`src/rtl/chip7458_tester.sv`:
```
// Sweeps all 1024 input vectors of a 7458 and checks p1y/p2y against the AND-OR equations.
// Optional CHIP7458_TESTER_STOP_ON_FAIL_EN ends the sweep at the first mismatch.
module chip7458_tester #(
    parameter int SETTLE_CYCLES = 1,
    parameter int ERR_W         = 11
) (
    input  logic             clk,
    input  logic             reset,
    input  logic             start,
    output logic             p1a,
    output logic             p1b,
    output logic             p1c,
    output logic             p1d,
    output logic             p1e,
    output logic             p1f,
    output logic             p2a,
    output logic             p2b,
    output logic             p2c,
    output logic             p2d,
    input  logic             p1y,
    input  logic             p2y,
    output logic             busy,
    output logic             done,
    output logic             pass,
    output logic [ERR_W-1:0] err_count,
    output logic             fail_seen,
    output logic [9:0]       fail_vec
);

    typedef enum logic [1:0] {
        IDLE,
        SETTLE,
        CHECK,
        FINISH
    } state_t;

    localparam logic [7:0]       CNT_LOAD = 8'(SETTLE_CYCLES - 1);
    localparam logic [ERR_W-1:0] ERR_MAX  = '1;

    state_t           state, state_nxt;
    logic [9:0]       vec, vec_nxt;
    logic [7:0]       cnt, cnt_nxt;
    logic [ERR_W-1:0] err_nxt;
    logic             fail_seen_nxt;
    logic [9:0]       fail_vec_nxt;
    logic             p1y_exp, p2y_exp, mismatch;

    always_ff @(posedge clk) begin
        if (reset) begin
            state     <= IDLE;
            vec       <= '0;
            cnt       <= '0;
            err_count <= '0;
            fail_seen <= 1'b0;
            fail_vec  <= '0;
        end else begin
            state     <= state_nxt;
            vec       <= vec_nxt;
            cnt       <= cnt_nxt;
            err_count <= err_nxt;
            fail_seen <= fail_seen_nxt;
            fail_vec  <= fail_vec_nxt;
        end
    end

    always_comb begin
        p1y_exp  = (vec[0] & vec[1] & vec[2]) | (vec[3] & vec[4] & vec[5]);
        p2y_exp  = (vec[6] & vec[7]) | (vec[8] & vec[9]);
        mismatch = (p1y != p1y_exp) || (p2y != p2y_exp);
    end

    always_comb begin
        state_nxt     = state;
        vec_nxt       = vec;
        cnt_nxt       = cnt;
        err_nxt       = err_count;
        fail_seen_nxt = fail_seen;
        fail_vec_nxt  = fail_vec;
        unique case (state)
            IDLE, FINISH: begin
                if (start) begin
                    state_nxt     = SETTLE;
                    vec_nxt       = '0;
                    cnt_nxt       = CNT_LOAD;
                    err_nxt       = '0;
                    fail_seen_nxt = 1'b0;
                    fail_vec_nxt  = '0;
                end
            end
            SETTLE: begin
                if (cnt == 8'd0) begin
                    state_nxt = CHECK;
                end else begin
                    cnt_nxt = cnt - 8'd1;
                end
            end
            CHECK: begin
                if (mismatch) begin
                    if (err_count != ERR_MAX) begin
                        err_nxt = err_count + 1'b1;
                    end
                    if (!fail_seen) begin
                        fail_seen_nxt = 1'b1;
                        fail_vec_nxt  = vec;
                    end
                end
`ifdef CHIP7458_TESTER_STOP_ON_FAIL_EN
                if (mismatch || vec == 10'h3FF) begin
`else
                if (vec == 10'h3FF) begin
`endif
                    state_nxt = FINISH;
                end else begin
                    state_nxt = SETTLE;
                    vec_nxt   = vec + 10'd1;
                    cnt_nxt   = CNT_LOAD;
                end
            end
            default: state_nxt = IDLE;
        endcase
    end

    // Pins idle low outside a sweep so the chip sees a quiet bus.
    assign busy = (state == SETTLE) || (state == CHECK);
    assign done = (state == FINISH);
    assign pass = done && (err_count == '0);

    assign {p2d, p2c, p2b, p2a, p1f, p1e, p1d, p1c, p1b, p1a} = busy ? vec : 10'd0;

endmodule

```
`config.mk`:
```
export PLATFORM = sky130hd
export DESIGN_NAME = chip7458_tester
export DESIGN_NICKNAME = d
export VERILOG_FILES = /design/src/rtl/chip7458_tester.sv
export SDC_FILE = /design/constraint.sdc
export NUM_CORES = 1
export LEC_CHECK = 0
export ABC_CLOCK_PERIOD_IN_PS = 3500
export BUFFER_PORTS_ARGS = -buffer_cell sky130_fd_sc_hd__buf_2
export CELL_PAD_IN_SITES_DETAIL_PLACEMENT = 1
export CELL_PAD_IN_SITES_GLOBAL_PLACEMENT = 2
export CORE_UTILIZATION = 25
export DETAILED_ROUTE_END_ITERATION = 7
export PLACE_DENSITY_LB_ADDON = 0.1
export SYNTH_ARGS = -nofsm -noshare
export SYNTH_HDL_FRONTEND = slang
export SYNTH_SLANG_ARGS = --single-unit
```
`constraint.sdc`:
```
create_clock -name clk -period 3.5 [get_ports clk]
set_input_delay 0 -clock clk [delete_from_list [all_inputs] [get_ports clk]]
set_output_delay 0 -clock clk [all_outputs]
set_load 0.03 [all_outputs]
```
# After elaboration in Yosys (flattened, before gate mapping)
# Index checks and enable logic that the tools add are counted.
[totals]
register_bits = 42
latchBits = 0
ram_bits = 0
rom_bits = 0
inputBits = 5
output_inout_bits = 35
word_cells = 67
memories = 0
[classes]
addsub = 3
multipliers = 0
n_div = 0
n_lt_le_gt_ge = 0
n_eq_ne = 14
shift = 0
muxes = 22
bitwise_logic = 8
reduce_logical = 14
[ops]
columns = ["op", "n"]
rows = [
  ["2-to-1 mux 10 bit", 5],
  ["one-hot mux 10 bit (2 select lines)", 2],
  ["2-to-1 mux 11 bit", 3],
  ["2-to-1 mux 8 bit", 3],
  ["one-hot mux 8 bit (3 select lines)", 1],
  ["one-hot mux 11 bit (2 select lines)", 1],
  ["inequality test 2 bit, second input constant", 7],
  ["adder 11 x 1 -> 11 bit, second input constant", 1],
  ["zero test 11 bit", 1],
  ["inequality test 11 bit, second input constant", 1],
  ["adder 10 x 1 -> 10 bit, second input constant", 1],
  ["equality test 10 bit, second input constant", 1],
  ["AND reduction 3 bit", 3],
  ["zero test 8 bit", 1],
  ["AND reduction 4 bit", 2],
  ["subtractor 8 x 1 -> 8 bit, second input constant", 1],
  ["bitwise AND 1 bit", 6],
  ["2-to-1 mux 2 bit", 3],
  ["one-hot mux 2 bit (3 select lines)", 1],
  ["equality test 2 bit, second input constant", 2],
  ["equality test 2 x 1 -> 1 bit, second input constant", 1],
  ["zero test 2 bit", 1],
  ["logical OR 1 bit", 2],
  ["2-to-1 mux 1 bit", 2],
  ["other kinds (7)", 9],
]

# Logic depth before layout (Yosys ltp)
[logic_depth]
word_depth = 7
mapped_depth = 8

# Worst setup path before layout
# OpenSTA, ideal clock, no wires.
[synth_path]
kind = "reg2reg"
startpoint = "register vec[0]"
endpoint = "register err_count[9]"
arrival_ns = 1.987
setup_slack_ns = 1.438
path_stages_with_launch = 8
path_cell_list = "dfxtp_1 > ha_1 > ha_1 > a31oi_1 > xnor2_2 > o221ai_2 > or4_1 > a31oi_1"
[synth_between]
elab_chain_len = 7
[synth_lines]
columns = ["item", "line_no", "source"]
rows = [
  ["from (decl)", "41", "logic [9:0] vec, vec_nxt;"],
  ["from (signal assigned)", "58", "vec <= vec_nxt;"],
  ["bitwise AND 1 bit (2 in series)", "67", "p1y_exp = (vec[0] & vec[1] & vec[2]) | (vec[3] & vec[4] & vec[5]);"],
  ["bitwise OR 1 bit", "67", ""],
  ["inequality test 1 bit", "69", "mismatch = (p1y != p1y_exp) || (p2y != p2y_exp);"],
  ["logical OR 1 bit", "69", ""],
  ["inequality test 2 bit (no line)", "n/a", ""],
  ["AND reduction 4 bit (no line)", "n/a", ""],
  ["to (signal assigned)", "60", "err_count <= err_nxt;"],
  ["to (decl)", "25", "output logic [ERR_W-1:0] err_count,"],
]
# Every way passes these cells.
# A chain may end at the register's enable or synchronous reset.

# Final worst setup path
[layout_path]
startpoint = "register state[0]"
endpoint = "register cnt[6]"
[layout_between]
elab_chain_len = 4
elab_cells_between_ends = 10
cone_classes = "eq/ne (6); mux (1); reduce/logical (3)"
[layout_lines]
columns = ["item", "line_no", "source"]
rows = [
  ["from (decl)", "40", "state_t state, state_nxt;"],
  ["from (signal assigned)", "57", "state <= state_nxt;"],
  ["equality test 2 bit / zero test 2 bit (equally long branches)", "79", "unique case (state)"],
  ["OR reduction 2 bit", "79", ""],
  ["inequality test 2 bit (no line)", "n/a", ""],
  ["AND reduction 3 bit (no line)", "n/a", ""],
  ["to (signal assigned)", "59", "cnt <= cnt_nxt;"],
  ["to (decl)", "42", "logic [7:0] cnt, cnt_nxt;"],
]
# Parallel ways exist; a longest one is shown, timed or not.

==> results.py <==
metrics = {
    "finish": {
        "mostFrequentLayoutCell": "dfxtp_1",
        "ff_latch_area_sq_um": 841,
        "multi_input_area_sq_um": 1490,
        "final_cell_count_no_fill": 480,
        "fin_nets": 366,
        "antenna_cells": 0,
        "area_growth_pct": 15.9,
        "most-common-layout-cells": "dfxtp_1 (42), buf_2 (39), nand2_1 (34), a21oi_1 (30), nor2_1 (25)",
        "fillers": 1179,
        "drive_gt1_share_pct": 20.8,
        "design_area_sq_um": 2850,
    },
    "power_and_ir_drop": {
        "power_switching_uw": 333,
        "p_comb_share_pct": 19.7,
        "p_int_uw": 668,
        "power_leakage_uw": 0.00103,
        "p_sw_share_pct": 33.3,
        "ir_worst_vdd_v": 0.000121,
        "power_frac_clock_pct": 31.6,
        "powerDensity_nw_per_um2": 351,
        "seqPwrFrac_pct": 48.6,
    },
    "yosys": {
        "synth_warnings": 0,
        "synth_edf_count": 0,
        "syn_area_sq_um": 2460,
        "synth_compound_area_share_pct": 22.0,
        "synthXorXnorAreaFrac_pct": 0.661,
        "ys_types": 54,
        "synth_top_cell_by_area": "dfxtp_1",
        "synth-adder-area-share_pct": 5.08,
        "ys_async_sr_fraction_pct": 0,
        "synthTopCellsByArea": "dfxtp_1 (34%), a21oi_1 (6.1%), nand2_1 (5.2%)",
        "synth_cells": 317,
        "synth_top_family_by_area": "simple AND/OR/NAND/NOR gates",
        "ys.flop_type": "dfxtp_1",
        "synth_mux_area_share_pct": 2.80,
        "yosysSeqAreaShare_pct": 34.2,
        "ys_seq_elements": 42,
        "syn_avg_cell_area_sq_um": 7.76,
        "post_synth_and_or_nand_nor_area_fraction_pct": 30.1,
        "yosysTopAreaCellShare_pct": 34.2,
        "synth_nets": 332,
    },
    "cts": {
        "clock_sinks": 42,
        "cts_resized": 0,
        "cts_buffer_depth": 2,
        "clkLatencyLatePin_ps": 300,
        "path_clk_slew_ps": 90,
        "ctsRootBufferMaster": "clkbuf_8",
        "h-tree-depth": 2,
        "cts_tree": "done",
        "cts_buffers": 5,
    },
    "placement": {
        "dp_slack_ps": 906,
        "globalplace.congestion": 0.737,
        "port_buffers": 39,
        "place.detailed.hpwl_mm": 5.52,
        "place_area_sq_um": 2760,
        "place_inst": 472,
    },
    "detailed_routing": {
        "drtIter0Drc": 63,
        "ant_nets": 0,
        "drtPass1Iterations": 5,
        "met1Wirelength_mm": 3.95,
        "drc_errors": 0,
        "via_count": 2478,
        "dr.max_layer_used": "met4",
        "drt-vias-per-instance": 5.16,
        "drt_wl_total_mm": 7.85,
        "dr_wl_met2_mm": 3.55,
        "wl_per_cell_um": 16.4,
        "wl_met3_um": 269,
    },
    "grt": {
        "grt_overflow": 0,
        "grt_max_degree": 43,
        "antenna_found_initial": 0,
        "grt.total_usage_pct": 16.2,
        "grt_pass1_wl_mm": 12.9,
        "grt_pass1_vias": 2398,
    },
    "run": {
        "drv_cap": 0,
    },
    "worst_setup_path": {
        "cp-end-kind": "register",
        "crit_buf_inv": 1,
        "crit_type": "reg -> reg",
        "crit_fanout": 13,
        "crit_family": "compound AO/OA/AOI/OAI gates",
        "crit_top_cell": "nor2_1",
        "crit_chain": "inv_1 > ha_1 > nand4_1 > o311ai_0 > nor2_1 > a31oi_1 > nor2_1",
        "slowest_delay_ps": 680,
        "crit_slowest_cell": "o311ai_0",
        "worst-endpoint-arrival_ps": 2680,
        "startpoint_type": "register",
        "required_ps": 3660,
    },
    "die": {
        "rows": 35,
        "core_area_sq_um": 9370,
        "num_io_pins": 40,
        "start_util_pct": 26.3,
        "die_area_sq_um": 10200,
        "chipWidth_um": 101,
        "dieHeight_um": 101,
    },
    "status": {
        "outcome": "finished, final reports clean",
    },
    "timing": {
        "fmax_mhz": 397,
        "clock_skew_ps": 7.78,
        "maxSlewViolCount": 0,
        "fin_tns_setup_ps": 0,
        "tightest_slew_ps": 905,
        "whs_ps": 318,
        "rsz0062_at_grt": "false",
        "finalWorstSetupSlack_ps": 979,
        "max-slew-margin-rel_pct": 39.7,
        "post-route-period-util_pct": 72.0,
        "setup_viol": 0,
        "finalHoldViolations": 0,
        "period_needed_ps": 2520,
    },
    "hold_path": {
        "hold_path_class": "in -> reg",
    },
}
==> sequential cells by signal (all words and copies together) (netlist names) <==
register	flops
err_count	11
cnt	8
fail_vec	10
vec	10
fail_seen	1
state	2
==> cells in the mapped netlist, types with 2 or more instances <==
cell / n
a211oi_1: 2
a21o_1: 2
a21oi_1: 30
a22oi_1: 5
a31oi_1: 11
and3_1: 2
and4_1: 2
buf_2: 2
buf_4: 3
clkbuf_1: 10
dfxtp_1: 42
ha_1: 10
inv_1: 11
mux2_2: 3
mux2i_1: 2
nand2_1: 34
nand2b_1: 2
nand3_1: 22
nand3b_1: 2
nand4_1: 2
nor2_1: 25
nor2b_1: 10
nor3_1: 13
nor4_1: 6
o211ai_1: 2
o21ai_0: 19
o311ai_0: 2
o31ai_1: 2
or2_2: 10
or3_1: 2
or4_1: 4
==> power groups by stage <==
| stage | registers [uW] | logic [uW] | clock network (uW) |
|---|---|---|---|
| floorplan | 498 | 135 | 0 |
| global placement | 498 | 196 | 0 |
| detailed placement | 498 | 199 | 0 |
| CTS | 487 | 201 | 336 |
| global route | 488 | 221 | 351 |
| finish | 487 | 197 | 317 |
==> per-layer routing <==
metal,vias to the layer above,track usage (%)
met5,-,0
met4,0,4.01
met3,6,3.11
met2,45,26.0
met1,1212,22.2
li1,1215,-
==> final timing paths <==
path / endpoint / start / cells past startpoint / slack (ps)
worst max-delay path: cnt[6] / state[0] / 7 / 980
worst min register to register: fail_vec[1] / fail_vec[1] / 2 / 450
worst min-delay path: vec[2] / reset / 2 / 320
worst max register to register: cnt[6] / state[0] / 7 / 980
==> cell type report <==
type | count | share of cell area [%]
Clock buffer | 5 | 2.41
Clock inverter | 2 | 0.351
Inverter | 11 | 1.45
Multi-Input combinational cell | 247 | 52.4
Sequential cell | 42 | 29.5
Tap cell | 129 | 5.66
Timing Repair Buffer | 44 | 8.25
==> stage by stage <==
stage          total power (uW)  util [%]
3_5_place_dp                697      29.5
2_1_floorplan               633         -
5_1_grt                    1060      30.4
3_3_place_gp                694      29.5
6_report                   1000      30.4
4_1_cts                    1020      30.4
==> repair_timing <==
| action | CTS | global route |
|---|---|---|
| hold buffers | 1 | 0 |
| buffers inserted | 0 | 0 |
| endpoints found under the hold margin | 1 | 0 |
==> cells by family (layout without fill, tap and decap cells) <==
logic type,Yosys count,after routing
flip-flops,42,42
AND/OR/NAND/NOR,144,144
XOR/XNOR,1,1
adder cells (fa/ha/maj),10,10
multiplexers,6,6
AO/OA/AOI/OAI,86,86
buffers and inverters,28,62
No activity file was read; power rests on OpenSTA's default activity.
